### config.mk
export PLATFORM = sky130hd
export DESIGN_NAME = axi_read_responder
export DESIGN_NICKNAME = d
export VERILOG_FILES = /design/src/rtl/axi_read_responder.sv
export SDC_FILE = /design/constraint.sdc
export NUM_CORES = 1
export LEC_CHECK = 0
export ABC_AREA = 1
export BUFFER_PORTS_ARGS = -buffer_cell sky130_fd_sc_hd__buf_2
export CAP_MARGIN = 0
export CORE_MARGIN = 5
export CORE_UTILIZATION = 50
export DETAILED_ROUTE_END_ITERATION = 16
export GPL_TIMING_DRIVEN = 1
export PLACE_DENSITY = 0.79
export SLEW_MARGIN = 20
export SYNTH_ARGS = -nofsm -noshare
export SYNTH_HDL_FRONTEND = slang
export SYNTH_SLANG_ARGS = --single-unit
### constraint.sdc
create_clock -name clk -period 3 [get_ports clk]
set_input_delay 0.6 -clock clk [delete_from_list [all_inputs] [get_ports clk]]
set_output_delay 0.6 -clock clk [all_outputs]
set_load 0.01 [all_outputs]
### src/rtl/axi_read_responder.sv
// rtl/axi_read_responder.sv - in-order AXI-style read responder with programmable latency and address-derived beat data.
// Optional RD_RESP_RANDOM_STALL_EN inserts LFSR-driven bubbles between beats.
module axi_read_responder #(
  parameter int ADDR_BITS            = 64,
  parameter int BURST_LEN_WIDTH      = 8,
  parameter int TID_WIDTH            = 8,
  parameter int LOG_BLOCK_DATA_BYTES = 0,
  parameter int LOG_QUEUE_SIZE       = 2,
  parameter int LAT_WIDTH            = 8,
  localparam int BLOCK_DATA_SIZE_BITS = 8 << LOG_BLOCK_DATA_BYTES
) (
  input  logic                            clk,
  input  logic                            reset,
  input  logic                            ar_valid,
  output logic                            ar_ready,
  input  logic [ADDR_BITS-1:0]            ar_addr,
  input  logic [BURST_LEN_WIDTH-1:0]      ar_len,
  input  logic [TID_WIDTH-1:0]            ar_id,
  output logic                            r_valid,
  input  logic                            r_ready,
  output logic [BLOCK_DATA_SIZE_BITS-1:0] r_data,
  output logic [TID_WIDTH-1:0]            r_id,
  output logic                            r_last,
  input  logic [LAT_WIDTH-1:0]            lat,
  output logic [LOG_QUEUE_SIZE+1:0]       outstanding
);

  localparam int DEPTH = 1 << LOG_QUEUE_SIZE;
  localparam int CW    = LOG_QUEUE_SIZE + 1;
  localparam int OW    = LOG_QUEUE_SIZE + 2;
  localparam logic [ADDR_BITS-1:0] STEP = ADDR_BITS'(1 << LOG_BLOCK_DATA_BYTES);

  typedef enum logic [1:0] {IDLE, WAIT, BURST} state_t;

  logic [ADDR_BITS-1:0]       addr_mem_q [DEPTH];
  logic [BURST_LEN_WIDTH-1:0] len_mem_q  [DEPTH];
  logic [TID_WIDTH-1:0]       id_mem_q   [DEPTH];
  logic [LOG_QUEUE_SIZE-1:0]  wr_ptr_q, rd_ptr_q;
  logic [CW-1:0]              count_q, count_d;
  logic [OW-1:0]              outstanding_q, outstanding_d;
  logic                       ar_ready_q;

  state_t                     state_q;
  logic [ADDR_BITS-1:0]       addr_q;
  logic [BURST_LEN_WIDTH-1:0] beats_left_q;
  logic [TID_WIDTH-1:0]       id_q;
  logic [LAT_WIDTH-1:0]       lat_cnt_q;
  logic                       r_valid_q, r_last_q;

  logic push, pop, beat_hs, last_hs, empty, beat_ok;

`ifdef RD_RESP_RANDOM_STALL_EN
  logic [15:0] lfsr_q;

  always_ff @(posedge clk) begin
    if (reset) begin
      lfsr_q <= 16'hACE1;
    end else begin
      lfsr_q <= {lfsr_q[14:0], lfsr_q[15] ^ lfsr_q[13] ^ lfsr_q[12] ^ lfsr_q[10]};
    end
  end

  assign beat_ok = ~lfsr_q[0];
`else
  assign beat_ok = 1'b1;
`endif

  always_comb begin
    empty         = (count_q == '0);
    push          = ar_valid && ar_ready_q;
    beat_hs       = (state_q == BURST) && r_valid_q && r_ready;
    last_hs       = beat_hs && (beats_left_q == '0);
    pop           = !empty && ((state_q == IDLE) || last_hs);
    count_d       = count_q + CW'(push) - CW'(pop);
    outstanding_d = outstanding_q + OW'(push) - OW'(last_hs);
  end

  always_ff @(posedge clk) begin
    if (push) begin
      addr_mem_q[wr_ptr_q] <= ar_addr;
      len_mem_q[wr_ptr_q]  <= ar_len;
      id_mem_q[wr_ptr_q]   <= ar_id;
    end
  end

  // ar_ready is registered from next-state occupancy, so a pop never frees a slot in the same cycle.
  always_ff @(posedge clk) begin
    if (reset) begin
      wr_ptr_q      <= '0;
      rd_ptr_q      <= '0;
      count_q       <= '0;
      outstanding_q <= '0;
      ar_ready_q    <= 1'b0;
    end else begin
      if (push) wr_ptr_q <= wr_ptr_q + 1'b1;
      if (pop)  rd_ptr_q <= rd_ptr_q + 1'b1;
      count_q       <= count_d;
      outstanding_q <= outstanding_d;
      ar_ready_q    <= (count_d != CW'(DEPTH));
    end
  end

  always_ff @(posedge clk) begin
    if (reset) begin
      state_q      <= IDLE;
      addr_q       <= '0;
      beats_left_q <= '0;
      id_q         <= '0;
      lat_cnt_q    <= '0;
      r_valid_q    <= 1'b0;
      r_last_q     <= 1'b0;
    end else if (pop) begin
      addr_q       <= addr_mem_q[rd_ptr_q];
      beats_left_q <= len_mem_q[rd_ptr_q];
      id_q         <= id_mem_q[rd_ptr_q];
      lat_cnt_q    <= lat;
      if (lat == '0) begin
        state_q   <= BURST;
        r_valid_q <= beat_ok;
        r_last_q  <= (len_mem_q[rd_ptr_q] == '0);
      end else begin
        state_q   <= WAIT;
        r_valid_q <= 1'b0;
        r_last_q  <= 1'b0;
      end
    end else begin
      case (state_q)
        WAIT: begin
          if (lat_cnt_q == LAT_WIDTH'(1)) begin
            state_q   <= BURST;
            r_valid_q <= beat_ok;
            r_last_q  <= (beats_left_q == '0);
          end else begin
            lat_cnt_q <= lat_cnt_q - 1'b1;
          end
        end
        BURST: begin
          if (beat_hs) begin
            if (beats_left_q == '0) begin
              state_q   <= IDLE;
              r_valid_q <= 1'b0;
              r_last_q  <= 1'b0;
            end else begin
              addr_q       <= addr_q + STEP;
              beats_left_q <= beats_left_q - 1'b1;
              r_last_q     <= (beats_left_q == BURST_LEN_WIDTH'(1));
              r_valid_q    <= beat_ok;
            end
          end else if (!r_valid_q) begin
            r_valid_q <= beat_ok;
          end
        end
        default: begin
          state_q <= IDLE;
        end
      endcase
    end
  end

  assign ar_ready    = ar_ready_q;
  assign r_valid     = r_valid_q;
  assign r_last      = r_last_q;
  assign r_id        = id_q;
  assign r_data      = addr_q[BLOCK_DATA_SIZE_BITS-1:0];
  assign outstanding = outstanding_q;

endmodule

==> flow_summary.rst, run 1 <==
.. list-table::
   :header-rows: 1

   * - Metric
     - Value
   * - Count of pins over their slew limit
     - 0
   * - Clock-pin slew on the worst setup and hold paths
     - 0.06 ns
   * - Worst ir drop on vdd
     - 0.6007 mV
   * - End point of the critical path
     - ar_ready$_SDFF_PP0_
   * - DP Cell Count
     - ~850
   * - Part of the total power dissipated in sequential elements
     - 38.4%
   * - Top-level I/O count
     - 115
   * - Worst r2r path cells
     - 15
   * - Final TNS setup
     - 0 ns
   * - Critical Setup Path Class
     - flip-flop to flip-flop
   * - Synth-to-layout area growth
     - 16.36%
   * - RD Place Congestion
     - around 0.91
   * - Fraction of the yosys area taken by sequential cells
     - 61.62%
   * - Setup repair after global routing missed its margin
     - no
   * - Hold Vio Cnt, Final
     - 0
   * - Die Span X
     - 122.3 um
   * - Post-detailed-route via-to-cell ratio
     - 5.249
   * - Number of distinct library cells after synthesis
     - 37
   * - Static Leakage
     - 2.952 nW
   * - Setup crit start kind
     - flip-flop
   * - Relative contribution of combinational cells to total power
     - 34.3%
   * - Number of sinks driven by the clock tree
     - between 100 and 150
   * - Mapped Nets
     - 744
   * - Final worst-path cycle share
     - roughly 82%
   * - Sort of element at the end of the critical path
     - flip-flop
   * - Post-route insts no fill
     - between 800 and 900
   * - Endpoint of the most critical register-to-register path
     - ar_ready$_SDFF_PP0_
   * - Highest clock rate
     - 0.4050 GHz
   * - Reg2reg setup slack
     - 0.53 ns
   * - Number of buffers created by CTS
     - 17
   * - Final routed DRC violation total
     - 0
   * - Flop and latch count out of synthesis
     - 146
   * - Run status
     - finished clean
   * - Vias post-DR
     - between 4000 and 5000
   * - Total Routed Length
     - 13.17 mm
   * - Total power per unit cell area
     - 985.3 mW/mm2
   * - Die extent in y
     - 122.3 um
   * - Master cell of the clock root buffer
     - sky130_fd_sc_hd__clkbuf_16
   * - CTS HTree Levels
     - 4
   * - Number of global-route vias before repair
     - 4470
   * - Global-route wire length before repair
     - 21.47 mm
   * - Worst-case setup slack after placement
     - ~0.44 ns
   * - Core Footprint
     - around 0.012 mm2
   * - Post-synthesis instance area
     - 0.006302 mm2
   * - Reg-to-Reg Start
     - beats_left_q[0]$_SDFFE_PP0P_
   * - Slew @ Worst Pin
     - a little under 0.7 ns
   * - Total setup violations reported at the end of the flow
     - 0
   * - Clk pwr share
     - around 27%
   * - Sw Pwr
     - approximately 2.7 mW
   * - Filler cell count in the final layout
     - 1009
   * - Largest net degree at the start of global routing
     - 32
   * - Switching portion of total power
     - 37.37%
   * - Int Power
     - 4.525 mW
   * - CTS tree
     - yes
   * - Max Clock Skew
     - 0.004886 ns
   * - Max-cap violations
     - 0
   * - Number of nets with antenna violations after detailed routing
     - 0
   * - Worst min-delay path category
     - input pin to flip-flop
   * - Minimum hold slack
     - 0.3905 ns
   * - Setup fix buffers added after clock tree synthesis
     - 0
   * - Max_slew headroom
     - 53.94%
   * - Minimum clock period after layout
     - 2.469 ns
   * - Total congestion overflow after global routing
     - 0
   * - HPWL after DPL
     - around 8.6 mm
   * - Post-layout worst setup margin
     - 0.5309 ns
   * - Yosys warnings
     - 0
   * - Port-buffer cells
     - 58
   * - Overall global routing resource usage
     - between 10% and 20%
   * - Critical path startpoint
     - beats_left_q[0]$_SDFFE_PP0P_
   * - Layout Nets
     - 808
   * - Starting Density
     - 50.56%
   * - Hold buffer count at cts
     - 0
   * - Detailed-routing iteration count for the pre-antenna-repair pass
     - 5
   * - Diodes inserted
     - 0
   * - Worst-skew pair later-pin latency
     - 0.42 ns
   * - Worst Path Arrival
     - approximately 2.8 ns
   * - Share of layout cells above drive strength 1
     - between 10% and 20%
   * - Routed WL per cell
     - 14.90 um
   * - Antenna violations before repair
     - 0
   * - FP Rows
     - 41
   * - Endpoint required time on the critical path
     - roughly 3.3 ns
   * - Mapped Avg Cell Area
     - 9.925 um2
   * - Die Footprint
     - 0.01495 mm2
   * - Maximum buffer depth of the clock tree
     - 2
   * - Largest driver fanout on the critical path
     - 5
   * - Number of violations reported at the end of detailed-routing iteration 0
     - 435
   * - Post-cts resize count
     - 0
   * - Post-Syn Instances
     - 635
==> worst min path at each step <==
stage | endpoint | start | cells past startpoint
3_3_place_gp | lat_cnt_q[6]$_SDFFE_PP0P_ | lat_cnt_q[6]$_SDFFE_PP0P_ | 2
2_1_floorplan | lat_cnt_q[6]$_SDFFE_PP0P_ | lat_cnt_q[6]$_SDFFE_PP0P_ | 2
6_report | addr_mem_q[2][6]$_DFFE_PP_ | ar_addr[6] | 1
5_1_grt | addr_mem_q[0][7]$_DFFE_PP_ | ar_addr[7] | 1
4_1_cts | len_mem_q[3][4]$_DFFE_PP_ | ar_len[4] | 1
3_5_place_dp | beats_left_q[1]$_SDFFE_PP0P_ | beats_left_q[1]$_SDFFE_PP0P_ | 2
==> cell usage after synthesis (all sizes together) <==
master	count	area (um2)
a211oi	1	7.510
a21o	1	7.510
a21oi	18	101.4
a31oi	14	87.58
a32o	1	10.01
buf	14	85.08
clkbuf	10	37.54
clkinv	3	11.26
dfxtp	50	1001
edfxtp	96	2883
fa	2	40.04
ha	15	187.7
inv	55	206.5
nand2	120	455.4
nand3	38	195.2
nand3b	1	7.510
nand4	5	31.28
nor2	94	367.8
nor3	5	30.03
nor3b	1	7.510
o211ai	6	45.04
o21ai	61	309.0
o22ai	7	43.79
or2	2	12.51
xnor2	6	52.55
xor2	9	78.83
==> metrics by stage <==
| step | power (mW) | cell area (um2) | util, % |
|---|---|---|---|
| 2_1_floorplan | 4.615 | 6302 | - |
| 3_3_place_gp | 5.133 | 6778 | 54.37 |
| 3_5_place_dp | 5.246 | 6778 | 54.37 |
| 4_1_cts | 7.242 | 7333 | 58.83 |
| 5_1_grt | 7.704 | 7333 | 58.83 |
| 6_report | 7.225 | 7333 | 58.83 |
==> worst max-delay path: stages (launching register included) <==
cell and delay (ns):
sky130_fd_sc_hd__dfxtp_1 0.31, sky130_fd_sc_hd__inv_1 0.14, sky130_fd_sc_hd__ha_1 0.18, sky130_fd_sc_hd__inv_1 0.05
sky130_fd_sc_hd__nor2_2 0.15, sky130_fd_sc_hd__nand3_2 0.14, sky130_fd_sc_hd__nand2_1 0.10, sky130_fd_sc_hd__nand2_2 0.06
sky130_fd_sc_hd__xor2_1 0.13, sky130_fd_sc_hd__ha_1 0.16, sky130_fd_sc_hd__inv_1 0.04, sky130_fd_sc_hd__fa_1 0.37
sky130_fd_sc_hd__xnor2_1 0.20, sky130_fd_sc_hd__xor2_1 0.11, sky130_fd_sc_hd__o21ai_0 0.16, sky130_fd_sc_hd__inv_1 0.05
==> layout by cell type, fill, tap and decap left out, types with 2 or more instances in the layout <==
| cell | instances |
|---|---|
| sky130_fd_sc_hd__edfxtp_1 | 96 |
| sky130_fd_sc_hd__inv_2 | 3 |
| sky130_fd_sc_hd__clkinvlp_4 | 2 |
| sky130_fd_sc_hd__ha_1 | 15 |
| sky130_fd_sc_hd__buf_2 | 58 |
| sky130_fd_sc_hd__a21oi_1 | 17 |
| sky130_fd_sc_hd__xnor2_1 | 6 |
| sky130_fd_sc_hd__a31oi_1 | 14 |
| sky130_fd_sc_hd__clkinv_4 | 2 |
| sky130_fd_sc_hd__o22ai_1 | 7 |
| sky130_fd_sc_hd__or2_2 | 2 |
| sky130_fd_sc_hd__inv_1 | 52 |
| sky130_fd_sc_hd__fa_1 | 2 |
| sky130_fd_sc_hd__nand2_1 | 118 |
| sky130_fd_sc_hd__o211ai_1 | 6 |
| sky130_fd_sc_hd__nand2_2 | 2 |
| sky130_fd_sc_hd__xor2_1 | 9 |
| sky130_fd_sc_hd__clkbuf_16 | 17 |
| sky130_fd_sc_hd__buf_4 | 11 |
| sky130_fd_sc_hd__nor2_1 | 86 |
| sky130_fd_sc_hd__o21ai_0 | 59 |
| sky130_fd_sc_hd__inv_6 | 4 |
| sky130_fd_sc_hd__clkinv_2 | 2 |
| sky130_fd_sc_hd__nand4_1 | 5 |
| sky130_fd_sc_hd__nor3_1 | 4 |
| sky130_fd_sc_hd__clkinv_1 | 6 |
| sky130_fd_sc_hd__dfxtp_1 | 50 |
| sky130_fd_sc_hd__nor2_2 | 7 |
| sky130_fd_sc_hd__nand3_1 | 37 |
==> logic make-up after synthesis <==
kind of cell               Yosys count  share of synthesized area, %
xor gates and xnor gates            15                         2.085
and+or+nand+nor                    266                         17.57
buffers and inverters               82                         5.400
DFF                                146                         61.62
adders and majority gates           17                         3.613
AOI/OAI and AO/OA                  109                         9.708
==> state kept, by name, summed over array words and instances, names as in the netlist, named ones only <==
name / flops
state_q: 2
len_mem_q: 32
r_id: 8
outstanding: 4
wr_ptr_q: 2
id_mem_q: 32
lat_cnt_q: 8
count_q: 3
ar_ready: 1
rd_ptr_q: 2
r_last: 1
r_valid: 1
addr_mem_q: 32
beats_left_q: 8
addr_q: 8
==> metal layers <==
metal / track usage [%] / share of wire [%]
met1: 23.24 / 41
met2: 30.30 / 49
met3: 5.300 / 7.4
met4: 8.118 / 2.3
met5: 0 / 0
==> final cells by class <==
type                            count  area [um2]  area share, %
Clock buffer                       17       425.4          5.801
Clock inverter                     15       130.1          1.774
Inverter                           58       217.7          2.969
Multi-Input combinational cell    407        2088          28.48
Sequential cell                   146        3884          52.96
Tap cell                          172       215.2          2.935
Timing Repair Buffer               69       372.9          5.084
==> power by group through the flow <==
stage | registers, mW | clock network (mW) | logic (mW)
finish | 2.77 | 1.98 | 2.48
global route | 2.82 | 2.09 | 2.80
CTS | 2.77 | 2.00 | 2.47
detailed placement | 2.80 | 0 | 2.44
global placement | 2.79 | 0 | 2.35
floorplan | 2.79 | 0 | 1.83
No activity file was read; power rests on OpenSTA's default activity.
==> run 2, diff against run 1 <==
- PLACE_DENSITY: 0.79 -> 0.82
- clock period: 3 -> 2.1 ns (I/O delays scaled with it)
==> run 2 against run 1 <==
  * The run now ends with setup timing left
  * Power is 56% higher
  * Design area is 5.7% higher
  * Critical path type unchanged
  * Clock skew is 0.00075 ns lower
  * Wire length is 6.9% higher
  * Setup slack worse by 0.59 ns
  * Die area stayed put
  * Critical path depth stayed put
  * Sequential power is 41% higher
  * Final cell count is 3.3% higher
  * Sequential share of layout area is 2.8 points lower
  * First-iteration DRC count is 16% lower
==> flow_summary.rst, run 2 (same netlist as run 1, synthesis figures left out) <==
.. list-table::
   :header-rows: 1

   * - Metric
     - Value
   * - Run status
     - complete, but fails checks (was finished clean)
   * - Violations in the final reports
     - setup timing
   * - Number of global-route vias before repair
     - 4772 (was 4470)
   * - Number of buffers created by CTS
     - 17 (unchanged)
   * - Core Footprint
     - 0.01247 mm2 (unchanged)
   * - Routed WL per cell
     - 15.43 um (was 14.90 um)
   * - Final worst-path cycle share
     - 103.0% (was 82.30%)
   * - Number of nets with antenna violations after detailed routing
     - 0 (unchanged)
   * - Total Routed Length
     - 14.08 mm (was 13.17 mm)
   * - Die Span X
     - 122.3 um (unchanged)
   * - Sort of element at the end of the critical path
     - flip-flop (unchanged)
   * - CTS tree
     - yes (unchanged)
   * - Cell breakdown of the critical path
     - inv_2, ha_4, inv_2, nor2_4, nand3_2, nand2_2, nand2_2, xor2_2, ha_2, inv_2, fa_2, xnor2_2, xor2_1, o21ai_1, inv_1 (was inv_1, ha_1, inv_1, nor2_2, nand3_2, nand2_1, nand2_2, xor2_1, ha_1, inv_1, fa_1, xnor2_1, xor2_1, o21ai_0, inv_1)
   * - FP Rows
     - 41 (unchanged)
   * - Maximum buffer depth of the clock tree
     - 2 (unchanged)
   * - Vias post-DR
     - 4764 (was 4640)
   * - Static Leakage
     - 3.127 nW (was 2.952 nW)
   * - Routed wire length on met3
     - 681 um (was 980 um)
   * - Die extent in y
     - 122.3 um (unchanged)
   * - Post-route insts no fill
     - 913 (was 884)
   * - Worst Path Arrival
     - 2.48 ns (was 2.78 ns)
   * - Diodes inserted
     - 0 (unchanged)
   * - Count of buffering cells on the critical path with inverters included
     - 4 (unchanged)
   * - Worst-skew pair later-pin latency
     - 0.42 ns (about the same)
   * - Family with the most delay on the worst path
     - adder cells (unchanged)
   * - Total setup violations reported at the end of the flow
     - 4 (was 0)
   * - Endpoint required time on the critical path
     - 2.42 ns (was 3.31 ns)
   * - Worst min-delay path category
     - input pin to flip-flop (unchanged)
   * - CTS HTree Levels
     - 4 (unchanged)
   * - Largest stage delay on the critical path
     - 0.34 ns (was 0.37 ns)
   * - Clock-pin slew on the worst setup and hold paths
     - 0.06 ns (about the same)
   * - Max-cap violations
     - 0 (unchanged)
   * - Crit-path most repeated cell
     - sky130_fd_sc_hd__inv_2 (was sky130_fd_sc_hd__inv_1)
   * - Total congestion overflow after global routing
     - 0 (unchanged)
   * - Final routed DRC violation total
     - 0 (unchanged)
   * - Synth-to-layout area growth
     - 22.99% (was 16.36%)
   * - Number of violations reported at the end of detailed-routing iteration 0
     - 367 (was 435)
   * - Global-route wire length before repair
     - 22.98 mm (was 21.47 mm)
   * - Total power consumption of the routed design
     - 11.28 mW (was 7.225 mW)
   * - Overall global routing resource usage
     - 19.92% (was 18.60%)
   * - Number of sinks driven by the clock tree
     - 146 (unchanged)
   * - Max Clock Skew
     - 0.004134 ns (was 0.004886 ns)
   * - Antenna violations before repair
     - 0 (unchanged)
   * - Leading cell types in the layout, fill and taps excluded
     - sky130_fd_sc_hd__nand2_1, sky130_fd_sc_hd__edfxtp_1, sky130_fd_sc_hd__nor2_1 (unchanged)
   * - DP Cell Count
     - 874 (was 852)
   * - Layout Nets
     - 838 (was 808)
   * - Largest driver fanout on the critical path
     - 2 (was 5)
   * - Minimum clock period after layout
     - 2.164 ns (was 2.469 ns)
   * - Total power per unit cell area
     - 1456 mW/mm2 (was 985.3 mW/mm2)
   * - Max_slew headroom
     - 64.15% (was 53.94%)
   * - Regs by FF count
     - addr_mem_q (32), id_mem_q (32), len_mem_q (32) (unchanged)
   * - Starting Density
     - 50.56% (unchanged)
   * - Setup repair after global routing missed its margin
     - yes (was no)
   * - Port-buffer cells
     - 58 (unchanged)
   * - Highest clock rate
     - 0.4621 GHz (was 0.4050 GHz)
   * - Topmost layer with routed signal wires
     - met4 (unchanged)
   * - Die Footprint
     - 0.01495 mm2 (unchanged)
   * - Hold Vio Cnt, Final
     - 0 (unchanged)
   * - Count of pins over their slew limit
     - 0 (unchanged)
   * - Setup crit start kind
     - flip-flop (unchanged)
   * - Most frequent standard cell in the layout excluding fill and tap cells
     - sky130_fd_sc_hd__nand2_1 (unchanged)
   * - Top-level I/O count
     - 115 (unchanged)
   * - Wire length on met2
     - 6.961 mm (was 6.478 mm)
   * - Detailed-routing iteration count for the pre-antenna-repair pass
     - 4 (was 5)
   * - Master cell of the clock root buffer
     - sky130_fd_sc_hd__clkbuf_16 (unchanged)
   * - Largest net degree at the start of global routing
     - 41 (was 32)
   * - Worst ir drop on vdd
     - 0.6914 mV (was 0.6007 mV)
   * - Post-layout worst setup margin
     - -0.06394 ns (was 0.5309 ns)
   * - Cell with the biggest individual delay on the critical path
     - sky130_fd_sc_hd__fa_2 (was sky130_fd_sc_hd__fa_1)
   * - DRT met1 WL
     - 6.078 mm (was 5.412 mm)
   * - HPWL after DPL
     - 9.047 mm (was 8.561 mm)
   * - Critical Setup Path Class
     - flip-flop to flip-flop (unchanged)
   * - Share of layout cells above drive strength 1
     - 23.48% (was 16.43%)
   * - Filler cell count in the final layout
     - 950 (was 1009)
   * - Slew @ Worst Pin
     - 0.5372 ns (was 0.6902 ns)
   * - Post-detailed-route via-to-cell ratio
     - 5.218 (was 5.249)
   * - Minimum hold slack
     - 0.2103 ns (was 0.3905 ns)
   * - RD Place Congestion
     - 0.8633 (was 0.9096)
==> run 2: cell type report <==
cell class,instances,area (um2),share of cell area [%]
Clock buffer,17,425.4,5.488
Sequential cell,146,3887,50.15
Tap cell,172,215.2,2.776
Clock inverter,14,187.7,2.421
Multi-Input combinational cell,407,2162,27.89
Inverter,58,221.5,2.857
Timing Repair Buffer,99,651.9,8.410
==> run 2: where the power goes <==
part / switching [mW] / leakage, nW / internal [mW]
Combinational: 2.57 / 1.55 / 1.68
Clock: 1.14 / 0.291 / 1.97
Sequential: 0.304 / 1.28 / 3.60
==> run 2: through the flow <==
step                TNS [ns]  setup WS [ns]  cell area (um2)  utilization, %
floorplan            -0.3625        -0.2091             6342               -
CTS                 -0.07645       -0.05426             7670           61.53
finish               -0.1346       -0.06394             7751           62.18
global placement     -0.1591        -0.1167             7027           56.37
detailed placement   -0.3881        -0.1929             7027           56.37
global route         -0.7913        -0.2117             7751           62.18
==> run 2: path summary, 6_finish.rpt <==
check	from	end	slack, ns	depth (start not counted)
worst min-delay path	ar_len[1]	len_mem_q[1][1]$_DFFE_PP_	0.21	1
worst max-delay path	beats_left_q[0]$_SDFFE_PP0P_	ar_ready$_SDFF_PP0_	-0.06	15
worst max register to register	beats_left_q[0]$_SDFFE_PP0P_	ar_ready$_SDFF_PP0_	-0.06	15
worst min register to register	lat_cnt_q[6]$_SDFFE_PP0P_	lat_cnt_q[6]$_SDFFE_PP0P_	0.49	2
==> run 2: timing repair <==
item,CTS,global route
resized for setup,1,18
hold buffers,0,0
buffers inserted,3,5
pin swaps,1,6
endpoints found under the setup margin,2,7
cloned,0,0
==> run 2: metal layers <==
layer / GRT usage [%] / up-vias
met3: 4.194 / 30
met5: 0 / -
met4: 8.817 / 0
li1: - / 2335
met1: 25.30 / 2267
met2: 33.01 / 132
==> run 2: worst reg2reg max path: stages, from the launching register on <==
cell and delay [ns]:
sky130_fd_sc_hd__dfxtp_2 0.32, sky130_fd_sc_hd__inv_2 0.07, sky130_fd_sc_hd__ha_4 0.13, sky130_fd_sc_hd__inv_2 0.04
sky130_fd_sc_hd__nor2_4 0.09, sky130_fd_sc_hd__nand3_2 0.08, sky130_fd_sc_hd__nand2_2 0.08, sky130_fd_sc_hd__nand2_2 0.07
sky130_fd_sc_hd__xor2_2 0.14, sky130_fd_sc_hd__ha_2 0.19, sky130_fd_sc_hd__inv_2 0.04, sky130_fd_sc_hd__fa_2 0.34
sky130_fd_sc_hd__xnor2_2 0.14, sky130_fd_sc_hd__xor2_1 0.16, sky130_fd_sc_hd__o21ai_1 0.12, sky130_fd_sc_hd__inv_1 0.05
==> run 3, diff against run 2 <==
- CORE_ASPECT_RATIO: not set -> 1.4
- CORE_UTILIZATION: 50 -> 35
- PLACE_DENSITY: 0.82 -> 0.62
==> run 3 against run 2 <==
  * Count of clock-buffer cells in the layout up 1
  * Wire length down 1.5%
  * Via count down 3.7%
  * Critical path type unchanged
  * Core utilization down 18 points
  * Highest routed layer unchanged
  * Final cell count up 7.9%
  * Critical endpoint unchanged
  * Critical path depth unchanged
  * The flow still finishes with violations (setup timing)
==> flow_summary.rst, run 3 (same netlist as run 1, synthesis figures left out) <==
.. list-table::
   :header-rows: 1

   * - Metric
     - Value
   * - Run status
     - complete, but fails checks (unchanged)
   * - Met2 Resource Use GR
     - 24.38% (was 33.01%)
   * - Static Leakage
     - 3.131 nW (was 3.127 nW)
   * - Final routed DRC violation total
     - 0 (unchanged)
   * - CTS HTree Levels
     - 4 (unchanged)
   * - FP Rows
     - 58 (was 41)
   * - Total power consumption of the routed design
     - 10.98 mW (was 11.28 mW)
   * - Global routing met1 resource utilization
     - 16.51% (was 25.30%)
   * - Master cell of the clock root buffer
     - sky130_fd_sc_hd__clkbuf_16 (unchanged)
   * - Die Span X
     - 123.4 um (was 122.3 um)
   * - Worst ir drop on vdd
     - 0.6684 mV (was 0.6914 mV)
   * - Total Routed Length
     - 13.87 mm (was 14.08 mm)
   * - Layout Nets
     - 841 (was 838)
   * - Cell breakdown of the critical path
     - inv_2, ha_4, inv_2, nor2_4, nand3_2, nand2_2, nand2_2, xor2_1, ha_2, inv_2, fa_2, xnor2_2, xor2_1, o21ai_1, inv_1 (was inv_2, ha_4, inv_2, nor2_4, nand3_2, nand2_2, nand2_2, xor2_2, ha_2, inv_2, fa_2, xnor2_2, xor2_1, o21ai_1, inv_1)
   * - Max Clock Skew
     - 0.01127 ns (was 0.004134 ns)
   * - Max-cap violations
     - 0 (unchanged)
   * - DP Cell Count
     - 950 (was 874)
   * - Crit-path most repeated cell
     - sky130_fd_sc_hd__inv_2 (unchanged)
   * - Worst min-delay path category
     - input pin to flip-flop (unchanged)
   * - Most frequent standard cell in the layout excluding fill and tap cells
     - sky130_fd_sc_hd__nand2_1 (unchanged)
   * - Filler cell count in the final layout
     - 1721 (was 950)
   * - Hold buffer count at cts
     - 0 (unchanged)
   * - Die extent in y
     - 168.8 um (was 122.3 um)
   * - Hold Vio Cnt, Final
     - 0 (unchanged)
   * - Leading cell types in the layout, fill and taps excluded
     - sky130_fd_sc_hd__nand2_1, sky130_fd_sc_hd__edfxtp_1, sky130_fd_sc_hd__nor2_1 (unchanged)
   * - Setup crit start kind
     - flip-flop (unchanged)
   * - Hold-critical path depth
     - 1 (unchanged)
   * - Number of nets with antenna violations after detailed routing
     - 0 (unchanged)
   * - Maximum buffer depth of the clock tree
     - 2 (unchanged)
   * - Post-route standard cell area excluding fillers
     - 0.007807 mm2 (was 0.007751 mm2)
   * - Detailed-routing iteration count for the pre-antenna-repair pass
     - 4 (unchanged)
   * - Endpoint of the worst hold path
     - id_mem_q[1][4]$_DFFE_PP_ (was len_mem_q[1][1]$_DFFE_PP_)
   * - Largest driver fanout on the critical path
     - 2 (unchanged)
   * - GRT Max-Usage Layer
     - met2 (unchanged)
   * - HPWL after DPL
     - 9.158 mm (was 9.047 mm)
   * - Setup repair after global routing missed its margin
     - yes (unchanged)
   * - Diodes inserted
     - 0 (unchanged)
   * - Stages on worst setup path
     - 15 (unchanged)
   * - Number of buffers created by CTS
     - 17 (unchanged)
   * - Highest clock rate
     - 0.4595 GHz (was 0.4621 GHz)
   * - Worst r2r path cells
     - 15 (unchanged)
   * - Final TNS setup
     - -0.1048 ns (was -0.1346 ns)
   * - Antenna violations before repair
     - 0 (unchanged)
   * - Total congestion overflow after global routing
     - 0 (unchanged)
   * - Final worst-path cycle share
     - 103.6% (was 103.0%)
   * - Synth-to-layout area growth
     - 23.88% (was 22.99%)
   * - Regs by FF count
     - addr_mem_q (32), id_mem_q (32), len_mem_q (32) (unchanged)
   * - Share of layout cells above drive strength 1
     - 23.36% (was 23.48%)
   * - Post-detailed-route via-to-cell ratio
     - 4.659 (was 5.218)
   * - Hold path startpoint
     - ar_id[4] (was ar_len[1])
   * - Sort of element at the end of the critical path
     - flip-flop (unchanged)
   * - Family with the most delay on the worst path
     - adder cells (unchanged)
   * - Largest stage delay on the critical path
     - 0.35 ns (was 0.34 ns)
   * - Worst-skew pair later-pin latency
     - 0.41 ns (was 0.42 ns)
   * - Top-level I/O count
     - 115 (unchanged)
   * - Violations in the final reports
     - setup timing (unchanged)
   * - Worst Path Arrival
     - 2.49 ns (was 2.48 ns)
   * - Reg-to-Reg Start
     - beats_left_q[1]$_SDFFE_PP0P_ (was beats_left_q[0]$_SDFFE_PP0P_)
   * - Endpoint required time on the critical path
     - 2.41 ns (was 2.42 ns)
   * - Cell with the biggest individual delay on the critical path
     - sky130_fd_sc_hd__fa_2 (unchanged)
   * - Number of sinks driven by the clock tree
     - 146 (unchanged)
   * - Number of violations reported at the end of detailed-routing iteration 0
     - 209 (was 367)
   * - Max_slew headroom
     - 65.69% (was 64.15%)
   * - Critical Setup Path Class
     - flip-flop to flip-flop (unchanged)
   * - Met3 layer usage reported by global route
     - 3.175% (was 4.194%)
   * - CTS tree
     - yes (unchanged)
   * - Die Footprint
     - 0.02083 mm2 (was 0.01495 mm2)
   * - Total power per unit cell area
     - 1407 mW/mm2 (was 1456 mW/mm2)
   * - Endpoint of the most critical register-to-register path
     - ar_ready$_SDFF_PP0_ (unchanged)
   * - Total setup violations reported at the end of the flow
     - 2 (was 4)
   * - Largest net degree at the start of global routing
     - 32 (was 41)
   * - Slew @ Worst Pin
     - 0.5141 ns (was 0.5372 ns)
   * - RD Place Congestion
     - 0.8185 (was 0.8633)
   * - Clock-pin slew on the worst setup and hold paths
     - 0.07 ns (was 0.06 ns)
   * - Overall global routing resource usage
     - 13.91% (was 19.92%)
   * - Core Footprint
     - 0.01785 mm2 (was 0.01247 mm2)
   * - Port-buffer cells
     - 58 (unchanged)
   * - Post-route insts no fill
     - 985 (was 913)
   * - Routed WL per cell
     - 14.08 um (was 15.43 um)
   * - Reg2reg setup slack
     - -0.08 ns (was -0.06 ns)
   * - Vias post-DR
     - 4589 (was 4764)
   * - Global-route wire length before repair
     - 22.29 mm (was 22.98 mm)
   * - Count of pins over their slew limit
     - 0 (unchanged)
   * - Number of global-route vias before repair
     - 4459 (was 4772)
   * - Minimum clock period after layout
     - 2.176 ns (was 2.164 ns)
   * - Cell Area, Placed
     - 0.007172 mm2 (was 0.007027 mm2)
   * - Post-layout worst setup margin
     - -0.07640 ns (was -0.06394 ns)
   * - Count of buffering cells on the critical path with inverters included
     - 4 (unchanged)
   * - Starting Density
     - 35.30% (was 50.56%)
-- run 3: final cells by class --
cell class	instances	area (um2)	area share (%)
inverter	58	221.5	2.837
sequential	146	3887	49.79
clock buffer	18	439.2	5.625
multi-input combinational	407	2150	27.53
tap	240	300.3	3.846
clock inverter	14	138.9	1.779
timing repair buffer	102	670.6	8.590
-- run 3: per-stage QoR --
step,hold WS [ns],worst slack [ns],utilization (%)
after floorplan,0.4425,-0.2091,-
final,0.2125,-0.07640,43.73
after global routing,0.2026,-0.2730,43.73
after global placement,0.4655,-0.1715,40.17
after CTS,0.1958,-0.06079,43.47
after detailed placement,0.4785,-0.1735,40.17
-- run 3: how the worst max path moves through the flow --
| stage | start | endpoint | slack (ns) |
|---|---|---|---|
| after floorplan | beats_left_q[0]$_SDFFE_PP0P_ | ar_ready$_SDFF_PP0_ | -0.21 |
| after global placement | r_ready | ar_ready$_SDFF_PP0_ | -0.17 |
| after detailed placement | r_ready | ar_ready$_SDFF_PP0_ | -0.17 |
| after CTS | beats_left_q[1]$_SDFFE_PP0P_ | ar_ready$_SDFF_PP0_ | -0.06 |
| after global routing | beats_left_q[1]$_SDFFE_PP0P_ | ar_ready$_SDFF_PP0_ | -0.27 |
| final | beats_left_q[1]$_SDFFE_PP0P_ | ar_ready$_SDFF_PP0_ | -0.08 |
-- run 3: report_power, final --
| part | total (mW) | switching, mW | internal (mW) |
|---|---|---|---|
| Combinational | 4.18 | 2.51 | 1.67 |
| Sequential | 3.89 | 0.293 | 3.60 |
| Clock | 2.91 | 1.30 | 1.61 |
-- run 3: timing repair --
item	CTS	global route
buffers inserted	1	2
setup endpoints to repair	2	15
pin swaps	1	6
gates resized for setup	2	12
-- run 3: per-layer routing --
layer	routed length, um	up-vias
met1	5905	2151
li1	-	2344
met5	0	-
met4	282	0
met2	7196	72
met3	482	22
